===== src/rtl/signed_div_seq.sv =====
// signed_div_seq: sequential signed 2W/W restoring divider (clk, rst, start, dividend, divisor -> busy, done, quo, rem, ovf, dz)
module signed_div_seq #(
  parameter int W = 8
) (
  input  logic           clk,
  input  logic           rst,
  input  logic           start,
  input  logic [2*W-1:0] dividend,
  input  logic [W-1:0]   divisor,
  output logic           busy,
  output logic           done,
  output logic [W-1:0]   quo,
  output logic [W-1:0]   rem,
  output logic           ovf,
  output logic           dz
);
  localparam int cw = $clog2(W + 1);
  localparam logic [W-1:0] min_mag = {1'b1, {(W-1){1'b0}}};
  typedef enum logic [2:0] {IDLE, CHECK, DIVIDE, FIX, DONE} state_t;
  state_t state;
  logic [2*W-1:0] dvd, mag_a;
  logic [W-1:0] dvs, mag_b, r, q, diff;
  logic [W:0] trial;
  logic [cw-1:0] cnt;
  logic sign_a, sign_b, ge, neg, fix_ovf;
  always_comb begin
    mag_a = dvd[2*W-1] ? -dvd : dvd;
    mag_b = dvs[W-1] ? -dvs : dvs;
    trial = {r, q[W-1]};
    diff = trial[W-1:0] - dvs;
    ge = trial >= {1'b0, dvs};
    neg = sign_a ^ sign_b;
    fix_ovf = neg ? q > min_mag : q >= min_mag;
  end
  always_ff @(posedge clk) begin
    if (rst) begin
      state <= IDLE;
      busy <= 1'b0;
      done <= 1'b0;
      quo <= '0;
      rem <= '0;
      ovf <= 1'b0;
      dz <= 1'b0;
    end else begin
      case (state)
        IDLE: if (start) begin
          dvd <= dividend;
          dvs <= divisor;
          sign_a <= dividend[2*W-1];
          sign_b <= divisor[W-1];
          busy <= 1'b1;
          quo <= '0;
          rem <= '0;
          ovf <= 1'b0;
          dz <= 1'b0;
          state <= CHECK;
        end
        CHECK: begin
          r <= mag_a[2*W-1:W];
          q <= mag_a[W-1:0];
          dvs <= mag_b;
          cnt <= cw'(W);
          if (dvs == '0) begin
            dz <= 1'b1;
            ovf <= 1'b1;
            done <= 1'b1;
            state <= DONE;
          end else if (mag_a[2*W-1:W] >= mag_b) begin
            ovf <= 1'b1;
            done <= 1'b1;
            state <= DONE;
          end else begin
            state <= DIVIDE;
          end
        end
        DIVIDE: begin
          r <= ge ? diff : trial[W-1:0];
          q <= {q[W-2:0], ge};
          cnt <= cnt - 1'b1;
          if (cnt == cw'(1)) state <= FIX;
        end
        FIX: begin
          ovf <= fix_ovf;
          quo <= fix_ovf ? '0 : (neg ? -q : q);
          rem <= fix_ovf ? '0 : (sign_a ? -r : r);
          done <= 1'b1;
          state <= DONE;
        end
        DONE: begin
          done <= 1'b0;
          busy <= 1'b0;
          state <= IDLE;
        end
        default: state <= IDLE;
      endcase
    end
  end
endmodule


===== config.mk =====
export PLATFORM = sky130hd
export DESIGN_NAME = signed_div_seq
export DESIGN_NICKNAME = d
export VERILOG_FILES = /design/src/rtl/signed_div_seq.sv
export SDC_FILE = /design/constraint.sdc
export NUM_CORES = 1
export LEC_CHECK = 0
export BUFFER_PORTS_ARGS = -buffer_cell sky130_fd_sc_hd__buf_4
export CORE_ASPECT_RATIO = 1.75
export CORE_MARGIN = 2
export CORE_UTILIZATION = 47
export DETAILED_ROUTE_END_ITERATION = 16
export PLACE_DENSITY_LB_ADDON = 0.2
export SYNTH_ARGS = -nofsm -noshare
export SYNTH_HDL_FRONTEND = slang
export SYNTH_SLANG_ARGS = --single-unit

===== constraint.sdc =====
create_clock -name clk -period 4.02 [get_ports clk]
set_input_delay 0.603 -clock clk [delete_from_list [all_inputs] [get_ports clk]]
set_output_delay 0.603 -clock clk [all_outputs]
set_load 0.01 [all_outputs]

# After elaboration in Yosys (flattened, before gate mapping)
# Index checks and enable logic that the tools add are counted.
[classes] n_addsub=6 order_cmp=4 eq_ne=9 n_mux=30 bitwise_logic=2 reduce_logical=17
[op_table] cell="$pmux 8 s2" n=5
[op_table] cell="$mux 8" n=8
[op_table] cell="$neg 8->8" n=3
[op_table] cell="$mux 16" n=1
[op_table] cell="$neg 16->16" n=1
[op_table] cell="$mux 3" n=4
[op_table] cell="$pmux 3 s4" n=1
[op_table] cell="$reduce_and 3->1" n=4
[op_table] cell="$reduce_and 2->1" n=5
[op_table] cell="$ge 9x8->1" n=1
[op_table] cell="$ge 8x8->1" n=1
[op_table] cell="$ge 8x8->1 const B" n=1
[op_table] cell="$gt 8x8->1 const B" n=1
[op_table] cell="$logic_not 8->1" n=1
[op_table] cell="$pmux 4 s2" n=1
[op_table] cell="$reduce_bool 2->1" n=4
[op_table] cell="$sub 8x8->8" n=1
[op_table] cell="$eq 3x2->1 const B" n=2
[op_table] cell="$mux 1" n=6
[op_table] cell="$ne 2x2->1 const B" n=3
[op_table] cell="$pmux 1 s3" n=2
[op_table] cell="$reduce_bool 3->1" n=2
[op_table] cell="$eq 4x1->1 const B" n=1
[op_table] cell="$pmux 1 s2" n=2
[op_table] cell="7 further kinds" n=7
[word_totals] register_bits=69 input_bits=27 out_inout_bits=20

# Logic depth before layout (Yosys ltp)
# Gate-level depths: netlist (run 1).
[logic_depth] ltp_word=6 mapped_depth=11

# Least setup slack after synthesis (run 1)
# No wires, ideal clock.
[synth_path] path_kind="input-to-reg" from="input rst" to="register dvd[0], enable pin" t_arrival_ns=2.561 required_ns=3.627 path_slack_ns=1.067 cell_stages=3 n_path_buf=1 path_cell_list="clkbuf_1 -> nor4_1 -> nor2b_1"
[synth_via] elab_chain_len=2
[synth_rtl] item="start: declaration" line_no="6" rtl="input logic rst,"
[synth_rtl] item="$not 1->1 (no source line)"
[synth_rtl] item="$reduce_and 3->1 (no source line)"
[synth_rtl] item="end signal: assignment" line_no="47" rtl="dvd <= dividend;"
[synth_rtl] item="end: declaration" line_no="21" rtl="logic [2*W-1:0] dvd, mag_a;"
# Every way passes these cells.
# A chain may end at the register's enable or synchronous reset.

# Worst setup path after layout (run 1)
[layout_path] from="register dvd[3]" to="register ovf"
[layout_via] elab_chain_len=5
[layout_rtl] item="$neg 16->16" line_no="27" rtl="mag_a = dvd[2*W-1] ? -dvd : dvd;"
[layout_rtl] item="$mux 16" line_no="27"
[layout_rtl] item="$ge 8x8->1" line_no="68" rtl="end else if (mag_a[2*W-1:W] >= mag_b) begin"
[layout_rtl] item="$ne 3x3->1 (no source line)"
[layout_rtl] item="$reduce_and 3->1 (no source line)"
[layout_rtl] item="end signal: assignment" line_no="83" rtl="ovf <= fix_ovf;"
[layout_rtl] item="end: declaration" line_no="14" rtl="output logic ovf,"
# Every way passes these cells.

==> results of run 1 <==
where the power goes:
group	switching [mW]	leakage, nW	internal [mW]
Combinational	0.281	1.08	0.210
Sequential	0.0574	0.603	0.818
Clock	0.288	0.136	0.495
Total	0.626	1.82	1.52
metal layers:
metal  global-route usage  wire length (µm)  up-vias
li1                     -                 -     1578
met1               0.2365              3530     1479
met2               0.3607              4842       67
met3              0.04653               352       20
met4               0.1019               323        0
met5                    0                 0        -
state kept, by name, indices dropped and copies added (netlist names), 3 cells and up:
name	cells
dvd	16
dvs	8
q	8
quo	8
r	8
rem	8
cnt	4
state	3
cells in the mapped netlist, drive strengths merged, types with 6 or more instances:
library cell,number,area share
dfxtp,23,0.11
nor3,9,0.011
edfxtp,45,0.33
ha,22,0.068
nor4,7,0.011
clkbuf,14,0.014
mux2,8,0.022
xor2,13,0.028
inv,23,0.021
a21oi,15,0.018
xnor2,23,0.049
nor2b,9,0.014
a22oi,17,0.044
o21ai,31,0.038
nand2,33,0.030
o31ai,6,0.011
nor2,47,0.049
or4,8,0.016
final cells by class:
cell class / count / area (µm²)
fillers: 800 / 3752
multi-input cells: 299 / 2083
flip-flops and latches: 68 / 1812
repair buffers: 51 / 382.9
clock buffers: 12 / 246.5
well taps: 117 / 146.4
inverters: 23 / 86.33
clock inverters: 4 / 48.80
critical path, delay by kind of cell, from the launching register on:
family	cells	cell delay (ps)
compound gates	5	1280
fa+ha+maj	1	310
flops	1	420
simple gates	1	500
mux	1	300
xor+xnor	1	370
logic make-up (layout without fill, tap and decap cells):
| group | Yosys count | after routing |
|---|---|---|
| AOI/OAI and AO/OA | 94 | 94 |
| xor gates and xnor gates | 36 | 36 |
| adders and majority gates | 23 | 23 |
| buffers and inverters | 40 | 90 |
| DFF | 68 | 68 |
| muxes | 13 | 13 |
| and+or+nand+nor | 133 | 133 |
per-stage QoR:
stage / total power [mW] / cell area [µm²] / util
floorplan: 1.241 / 4074 / -
global placement: 1.366 / 4511 / 0.5270
detailed placement: 1.376 / 4511 / 0.5270
CTS: 2.165 / 4806 / 0.5616
global route: 2.259 / 4806 / 0.5616
finish: 2.149 / 4806 / 0.5616
worst max-delay path by stage:
stage	startpoint	end	slack, ps	cells past startpoint
2_1_floorplan	rst	dvd[0]$_DFFE_PP_	1070	3
3_3_place_gp	dvd[3]$_DFFE_PP_	ovf$_SDFFE_PP0P_	990	9
3_5_place_dp	dvd[3]$_DFFE_PP_	ovf$_SDFFE_PP0P_	830	9
4_1_cts	dvd[3]$_DFFE_PP_	ovf$_SDFFE_PP0P_	750	9
5_1_grt	dvd[3]$_DFFE_PP_	ovf$_SDFFE_PP0P_	550	9
6_report	dvd[3]$_DFFE_PP_	ovf$_SDFFE_PP0P_	730	9
layout by cell type, fill, tap and decap left out, types with 3 or more instances in the layout:
cell | synthesis | layout
a211oi_1 | 4 | 4
a21oi_1 | 15 | 15
a22oi_1 | 7 | 7
a22oi_2 | 10 | 10
buf_4 | 0 | 51
clkbuf_16 | 0 | 9
dfxtp_1 | 23 | 23
edfxtp_1 | 45 | 45
ha_1 | 22 | 22
inv_1 | 23 | 23
mux2_2 | 8 | 8
mux2i_1 | 5 | 5
nand2_1 | 33 | 33
nand3_1 | 4 | 4
nor2_1 | 37 | 37
nor2_2 | 10 | 10
nor2b_1 | 9 | 9
nor3_1 | 9 | 9
nor4_1 | 7 | 7
o21a_1 | 3 | 3
o21ai_0 | 31 | 31
o31ai_1 | 6 | 6
o41ai_1 | 3 | 3
or4_1 | 7 | 7
xnor2_1 | 23 | 23
xor2_1 | 13 | 13
==> results.ini, run 1 <==
[synthesis]
synth_edf_count = 45
synth-compound-area-share = 0.1625
avgSynthCellArea_um2 = 10.01
synth_top_family_by_area = simple AND/OR/NAND/NOR gates
netlist_area_mm2 = 0.004074
synth_nets = 457
async_flop_share = 0
synthFlopType = edfxtp_1
ys_warn_count = 0
muxShareOfSynthArea = 0.03440
ys_types = 54
synth_simple_gate_area_frac = 0.1646
synth-seq-cells = 68
synth_seq_area_share = 0.4447
netlist_instances = 407
synth_xor_area_frac = 0.07740
synth_fa_ha_area_frac = 0.07248

[final_layout]
areaGrowthSynthToFinish_pct = 17.97
final_cells = 574
diodes = 0
drive_gt1_frac = 0.2123
nNetsFinal = 502

[detailed_routing]
wire_per_inst_um = 15.76
route.detailed.drc = 0
wl_mm = 9.048
vias_per_cell = 5.477
antenna_left = 0
drt_iter0_drc = 213
dr.pass1.iters = 4
num_vias = 3144

[place]
post-place-ws_ps = 829.4
dp_hpwl_mm = 6.970
io_buffers = 46
place.gp.congestion = 0.9153
dp_cells = 558

[power_and_ir_drop]
leakagePower_nw = 1.821
power.density_mw_per_mm2 = 447.3
irDropWorstVdd_uv = 389.0

[floorplanning]
fp.dieW_um = 74.38
die_h_um = 127.2
start_util = 0.4760
ios = 47
num_rows = 45
dieArea_mm2 = 0.009458
fp.coreArea_mm2 = 0.008558

[clock_network]
cts_buffers = 9
clkSinkCount = 68
h-tree-depth = 3
clock_path_buffers = 2
post_cts_buffers = 0
clockRootBuffer = clkbuf_16
insertion_delay_ps = 330
cts_tree = done
holdBufCountCts = 0
path_clk_slew_ps = 50
cts_resized = 0

[critical_path]
regToRegSetupSlack_ps = 730
crit_arrival_ps = 3510
critPathKind = reg -> reg
cp_max_fo = 3
critPathRequiredTime_ps = 4240
reg2reg_depth = 9
critPathCaptureType = register
cpPeakStageDelay_ps = 500
critPathLaunchType = register
critPathMostFrequentCell = a211oi_1
reg2reg_from = dvd[3]$_DFFE_PP_
rr_endpoint = ovf$_SDFFE_PP0P_
crit_path_cell_trace = nor4_1, a41oi_1, xor2_1, ha_1, a211oi_1, o221ai_1, a211oi_1, a211oi_1, mux2_2
slowest_stage = nor4_1

[sta]
fin_skew_ps = 6.104
slew_headroom = 0.4250
fin_hold_ws_ps = 443.5
min_period_over_period = 0.8190
worst_slew_pin_slew_ps = 862.5
hold_violations = 0
final-max-slew-violation-count = 0
finalCriticalPeriod_ps = 3292
setup_viol = 0
timing.final.ws_setup_ps = 727.7
rsz0062_at_grt = false
fin_tns_setup_ps = 0
fmax_mhz = 303.7

[status]
status = finished clean

[global_routing]
grt_max_degree = 27
track_usage = 0.2093
antenna_found_initial = 0
grt_pass1_vias = 3113
grt_pass1_wl_mm = 15.08
overflow = 0

[run]
max_cap_violations = 0

[worst_hold_path]
min_from = dividend[14]
hold_class = in -> reg
worstHoldEndpoint = dvd[14]$_DFFE_PP_
hold_depth = 1

No activity file was read; power rests on OpenSTA's default activity.
==> inputs of run 2 (changes only) <==
==> constraint.sdc (replaced) <==
create_clock -name clk -period 3.2 [get_ports clk]
set_input_delay 0.48 -clock clk [delete_from_list [all_inputs] [get_ports clk]]
set_output_delay 0.48 -clock clk [all_outputs]
set_load 0.01 [all_outputs]
==> run 2 against run 1 <==
Routed wire length is 0.40% lower; sequential cell count stayed put; clock skew is 1.1 ps lower; total power is 29% higher; worst hold slack worse by 120 ps; highest routed layer unchanged.
==> results.ini, run 2 (same netlist as run 1, synthesis figures left out) <==
[global_routing]
track_usage = 0.2047  ; -0.004567
overflow = 0  ; unchanged
grt_max_degree = 27  ; unchanged
grt_pass1_wl_mm = 14.81  ; -1.7%
antenna_found_initial = 0  ; unchanged
grt_pass1_vias = 3066  ; -1.5%

[final_layout]
final_cell_mix = 56 x buf_4, 45 x edfxtp_1, 37 x nor2_1, 33 x nand2_1, 30 x o21ai_0
fillers = 786  ; -1.8%
drive_gt1_frac = 0.2333  ; +0.02101
diodes = 0  ; unchanged
areaGrowthSynthToFinish_pct = 20.36
regMostFlops = dvd
final_cells = 580  ; +1.0%
nNetsFinal = 508  ; +1.2%
final_common_cell = buf_4
largest_register_ffs = 16  ; unchanged

[sta]
fin_hold_ws_ps = 321.2  ; -122.3 ps
fin_skew_ps = 4.990  ; -1.114 ps
hold_violations = 0  ; unchanged
slew_headroom = 0.4478  ; +0.02279
worst_slew_pin_slew_ps = 828.4  ; -34.18 ps
timing.final.ws_setup_ps = 166.2  ; -561.5 ps
final-max-slew-violation-count = 0  ; unchanged
fin_tns_setup_ps = 0  ; unchanged
setup_viol = 0  ; unchanged
fmax_mhz = 329.6  ; +8.5%
min_period_over_period = 0.9481  ; +0.1291
finalCriticalPeriod_ps = 3034  ; -258.5 ps

[clock_network]
h-tree-depth = 3  ; unchanged
cts_buffers = 9  ; unchanged
insertion_delay_ps = 330  ; about the same
path_clk_slew_ps = 50  ; about the same
clkSinkCount = 68  ; unchanged
cts_tree = done
clock_path_buffers = 2  ; unchanged
clockRootBuffer = clkbuf_16

[critical_path]
crit_path_cell_trace = or4_4, or4_1, ha_1, o21ai_0, o221ai_1, a211oi_1, a211oi_1, mux2_2
critPathRequiredTime_ps = 3420  ; -820 ps
reg2reg_depth = 8  ; -1
critPathLaunchType = register
critPathMostFrequentCell = a211oi_1
endpoint = ovf$_SDFFE_PP0P_
crit_arrival_ps = 3250  ; -260 ps
slowest_stage = or4_4
reg2reg_from = dvs[5]$_DFFE_PP_
critPathKind = reg -> reg
regToRegSetupSlack_ps = 170  ; -560 ps
rr_endpoint = ovf$_SDFFE_PP0P_
cpPeakStageDelay_ps = 580  ; +80 ps
worstSetupStartpoint = dvs[5]$_DFFE_PP_
cp_max_fo = 4  ; +1
critPathCaptureType = register

[detailed_routing]
wl_mm = 9.012  ; -0.40%
num_vias = 3177  ; +1.0%
vias_per_cell = 5.478  ; about the same
dr.pass1.iters = 4  ; unchanged
antenna_left = 0  ; unchanged
wire_per_inst_um = 15.54  ; -1.4%
drt_iter0_drc = 184  ; -14%
route.detailed.drc = 0  ; unchanged

[floorplanning]
die_h_um = 127.2  ; unchanged
dieArea_mm2 = 0.009458  ; unchanged
fp.coreArea_mm2 = 0.008558  ; unchanged
ios = 47  ; unchanged
start_util = 0.4760  ; unchanged
num_rows = 45  ; unchanged
fp.dieW_um = 74.38  ; unchanged

[power_and_ir_drop]
net-switching-power_uw = 789.1  ; +26%
combPwrFrac = 0.229  ; about the same
power.density_mw_per_mm2 = 564.8  ; +26%
irDropWorstVdd_uv = 301.0  ; -23%
pwr-share-seq = 0.399  ; -0.008
leakagePower_nw = 1.877  ; +3.1%
clkPwrFrac = 0.373  ; +0.009
netSwitchingFraction = 0.2849  ; -0.006411
p_int_mw = 1.980  ; +30%

[place]
place.gp.congestion = 0.8968  ; -2.0%
post-place-ws_ps = 128.5  ; -700.9 ps
io_buffers = 46  ; unchanged
dp_hpwl_mm = 6.903  ; -0.95%
dp_cells = 562  ; +0.72%

[worst_hold_path]
hold_class = in -> reg

[status]
status = finished clean

[run]
max_cap_violations = 0  ; unchanged

run 2: power by group through the flow:
stage	clock network (mW)	registers, mW	logic, mW
floorplan	0	1.09	0.466
global placement	0	1.12	0.611
detailed placement	0	1.12	0.626
CTS	1.05	1.10	0.631
global route	1.09	1.11	0.713
finish	1.03	1.10	0.633
run 2: timing repair:
action	4_1_cts	5_1_grt
endpoints found under the setup margin	0	2
hold buffers	0	0
hold endpoints to repair	0	0
buffers inserted	0	2
gates resized for setup	0	5
run 2: worst max-delay path, delay by kind of cell, from the launching register on:
kind,cells,cell delay (ps)
AND/OR/NAND/NOR,2,1060
AO/OA/AOI/OAI,4,750
flip-flops,1,430
multiplexers,1,370
adder cells (fa/ha/maj),1,330
run 2: routing by layer:
layer	global-route usage	wire (µm)	up-vias
li1	-	-	1582
met1	0.2360	3665	1519
met2	0.3618	4904	62
met3	0.03391	245	14
met4	0.08718	197	0
met5	0	0	-
run 2: worst min-delay path by stage:
stage	startpoint	slack, ps	end	cells past startpoint
floorplan	done$_SDFFE_PP0P_	530	done$_SDFFE_PP0P_	1
global placement	done$_SDFFE_PP0P_	490	done$_SDFFE_PP0P_	1
detailed placement	done$_SDFFE_PP0P_	490	done$_SDFFE_PP0P_	1
CTS	dividend[12]	310	dvd[12]$_DFFE_PP_	1
global route	dividend[0]	310	dvd[0]$_DFFE_PP_	1
finish	dividend[12]	320	dvd[12]$_DFFE_PP_	1
run 2: final cells by class:
type / count / area [µm²] / area share
timing repair buffer: 57 / 440.4 / 0.08982
sequential: 68 / 1812 / 0.3695
inverter: 23 / 86.33 / 0.01761
tap: 117 / 146.4 / 0.02985
multi-input combinational: 299 / 2106 / 0.4294
clock buffer: 13 / 271.5 / 0.05537
clock inverter: 3 / 41.29 / 0.008421
run 2: metrics by stage:
step                utilization  instance area (µm²)  total power, mW
finish                   0.5730                 4903            2.770
global route             0.5730                 4903            2.913
CTS                      0.5686                 4866            2.781
detailed placement       0.5320                 4553            1.744
global placement         0.5320                 4553            1.727
floorplan                     -                 4074            1.559
==> inputs of run 3 (changes only) <==
--- a/config.mk
+++ b/config.mk
@@ -5,11 +5,11 @@
 export SDC_FILE = /design/constraint.sdc
 export NUM_CORES = 1
 export LEC_CHECK = 0
-export BUFFER_PORTS_ARGS = -buffer_cell sky130_fd_sc_hd__buf_4
 export CORE_ASPECT_RATIO = 1.75
 export CORE_MARGIN = 2
 export CORE_UTILIZATION = 47
 export DETAILED_ROUTE_END_ITERATION = 16
+export DONT_BUFFER_PORTS = 1
 export PLACE_DENSITY_LB_ADDON = 0.2
 export SYNTH_ARGS = -nofsm -noshare
 export SYNTH_HDL_FRONTEND = slang
==> run 3 against run 2 <==
Largest cell class unchanged; critical endpoint unchanged; critical path type unchanged; maximum frequency rose by 0.70%; largest power group unchanged; register-to-register slack improved by 20 ps; sequential cell count did not move; global-route usage barely moved; die area did not move; via count fell by 5.2%; sequential share of layout area rose by 2.8 points; routed wire length fell by 1.9%; clock skew rose by 3.1 ps.
==> results.ini, run 3 (same netlist as run 1, synthesis figures left out) <==
[status]
status = finished clean

[final_layout]
regMostFlops = dvd
nNetsFinal = 465  ; -8.5%
final_cell_mix = 45 x edfxtp_1, 37 x nor2_1, 33 x nand2_1, 31 x o21ai_0
drive_gt1_frac = 0.1548  ; -0.07850
final_common_cell = edfxtp_1
diodes = 0  ; unchanged
areaGrowthSynthToFinish_pct = 11.79
largest_register_ffs = 16  ; unchanged
finish.instance_area_mm2 = 0.004554  ; -7.1%

[sta]
timing.final.ws_setup_ps = 187.4  ; +21.19 ps
fin_hold_ws_ps = 204.8  ; -116.4 ps
slew_headroom = 0.5231  ; +0.07534
finalCriticalPeriod_ps = 3013  ; -21.19 ps
final-max-slew-violation-count = 0  ; unchanged
fin_skew_ps = 8.105  ; +3.115 ps
fmax_mhz = 331.9  ; +0.70%
hold_violations = 0  ; unchanged
setup_viol = 0  ; unchanged
fin_tns_setup_ps = 0  ; unchanged
rsz0062_at_grt = false
min_period_over_period = 0.9414  ; -0.006620
worst_slew_pin_slew_ps = 715.4  ; -113.0 ps

[global_routing]
grt_max_degree = 27  ; unchanged
grt_pass1_wl_mm = 14.59  ; -1.5%
antenna_found_initial = 0  ; unchanged
grt_pass1_vias = 2970  ; -3.1%
track_usage = 0.2048  ; about the same
overflow = 0  ; unchanged

[worst_hold_path]
min_from = rst
worstHoldEndpoint = quo[1]$_SDFFE_PP0P_
hold_depth = 1  ; unchanged
hold_class = in -> reg

[clock_network]
cts_buffers = 9  ; unchanged
h-tree-depth = 3  ; unchanged
path_clk_slew_ps = 60  ; about the same
holdBufCountCts = 0  ; unchanged
clkSinkCount = 68  ; unchanged
insertion_delay_ps = 340  ; about the same
clock_path_buffers = 2  ; unchanged
cts_tree = done
clockRootBuffer = clkbuf_16

[detailed_routing]
route.detailed.drc = 0  ; unchanged
dr.pass1.iters = 4  ; unchanged
vias_per_cell = 5.611  ; +2.4%
antenna_left = 0  ; unchanged
drt_iter0_drc = 209  ; +14%
num_vias = 3013  ; -5.2%
wire_per_inst_um = 16.47  ; +6.0%
wl_mm = 8.844  ; -1.9%

[power_and_ir_drop]
pwr-share-seq = 0.412  ; +0.013
power.density_mw_per_mm2 = 590.2  ; +4.5%
net-switching-power_uw = 777.1  ; -1.5%
clkPwrFrac = 0.365  ; -0.008
leakagePower_nw = 1.642  ; -13%
netSwitchingFraction = 0.2891  ; +0.004185
irDropWorstVdd_uv = 344.2  ; +14%
combPwrFrac = 0.223  ; -0.006
p_int_mw = 1.911  ; -3.5%
finalPower_mw = 2.688  ; -2.9%

[floorplanning]
ios = 47  ; unchanged
dieArea_mm2 = 0.009458  ; unchanged
fp.dieW_um = 74.38  ; unchanged
num_rows = 45  ; unchanged
start_util = 0.4760  ; unchanged
die_h_um = 127.2  ; unchanged
fp.coreArea_mm2 = 0.008558  ; unchanged

[place]
post-place-ws_ps = 204.1  ; +75.66 ps
place_area_mm2 = 0.004225  ; -7.2%
dp_hpwl_mm = 6.943  ; +0.58%
place.gp.congestion = 0.9082  ; +1.3%
io_buffers = 0  ; -100%

[critical_path]
crit_arrival_ps = 3240  ; about the same
reg2reg_from = dvs[5]$_DFFE_PP_
regToRegSetupSlack_ps = 190  ; +20 ps
critPathCaptureType = register
cpPeakStageDelay_ps = 630  ; +50 ps
crit_path_cell_trace = or4_1, or4_1, ha_1, o21ai_0, o221ai_2, a211oi_2, a211oi_1, mux2_2
reg2reg_depth = 8  ; unchanged
rr_endpoint = ovf$_SDFFE_PP0P_
critPathKind = reg -> reg
critPathMostFrequentCell = or4_1
critPathRequiredTime_ps = 3420  ; about the same
slowest_stage = or4_1
critPathLaunchType = register
cp_max_fo = 4  ; unchanged

[run]
max_cap_violations = 0  ; unchanged

## run 3: through the flow
stage,util,instances
floorplan,-,407
global placement,0.4937,520
detailed placement,0.4937,520
CTS,0.5284,536
global route,0.5322,537
finish,0.5322,537
## run 3: worst max-delay path by stage
stage,start,to,slack (ps),depth (start not counted)
2_1_floorplan,rst,dvd[0]$_DFFE_PP_,370,3
3_3_place_gp,dvs[5]$_DFFE_PP_,ovf$_SDFFE_PP0P_,280,8
3_5_place_dp,dvs[5]$_DFFE_PP_,ovf$_SDFFE_PP0P_,200,8
4_1_cts,dvd[9]$_DFFE_PP_,ovf$_SDFFE_PP0P_,180,9
5_1_grt,dvs[5]$_DFFE_PP_,ovf$_SDFFE_PP0P_,20,8
6_report,dvs[5]$_DFFE_PP_,ovf$_SDFFE_PP0P_,190,8
## run 3: what timing repair did
item | 4_1_cts | 5_1_grt
buffers inserted | 0 | 1
resized for setup | 0 | 4
endpoints found under the setup margin | 0 | 1
## run 3: layout make-up
type | count | area, µm²
Sequential cell | 68 | 1812
Inverter | 23 | 86.33
Clock inverter | 4 | 50.05
Multi-Input combinational cell | 299 | 2108
Clock buffer | 12 | 246.5
Tap cell | 117 | 146.4
Timing Repair Buffer | 14 | 105.1
Fill cell | 802 | 4004
## run 3: power groups by stage
stage | combinational, mW | clock [mW] | sequential (mW)
after global routing | 0.680 | 1.04 | 1.12
final | 0.600 | 0.981 | 1.11
after floorplan | 0.466 | 0 | 1.09
after global placement | 0.576 | 0 | 1.12
after detailed placement | 0.588 | 0 | 1.12
after CTS | 0.593 | 0.996 | 1.11
## run 3: layer usage
layer	track usage	routed length, µm
met1	0.2364	3565
met2	0.3332	4499
met3	0.04022	277
met4	0.1366	502
met5	0	0
## run 3: critical path, delay by kind of cell, from the launching register on
kind                       cells  cell delay (ps)
DFF                            1              450
and+or+nand+nor                2             1110
muxes                          1              360
AOI/OAI and AO/OA              4              650
adders and majority gates      1              320
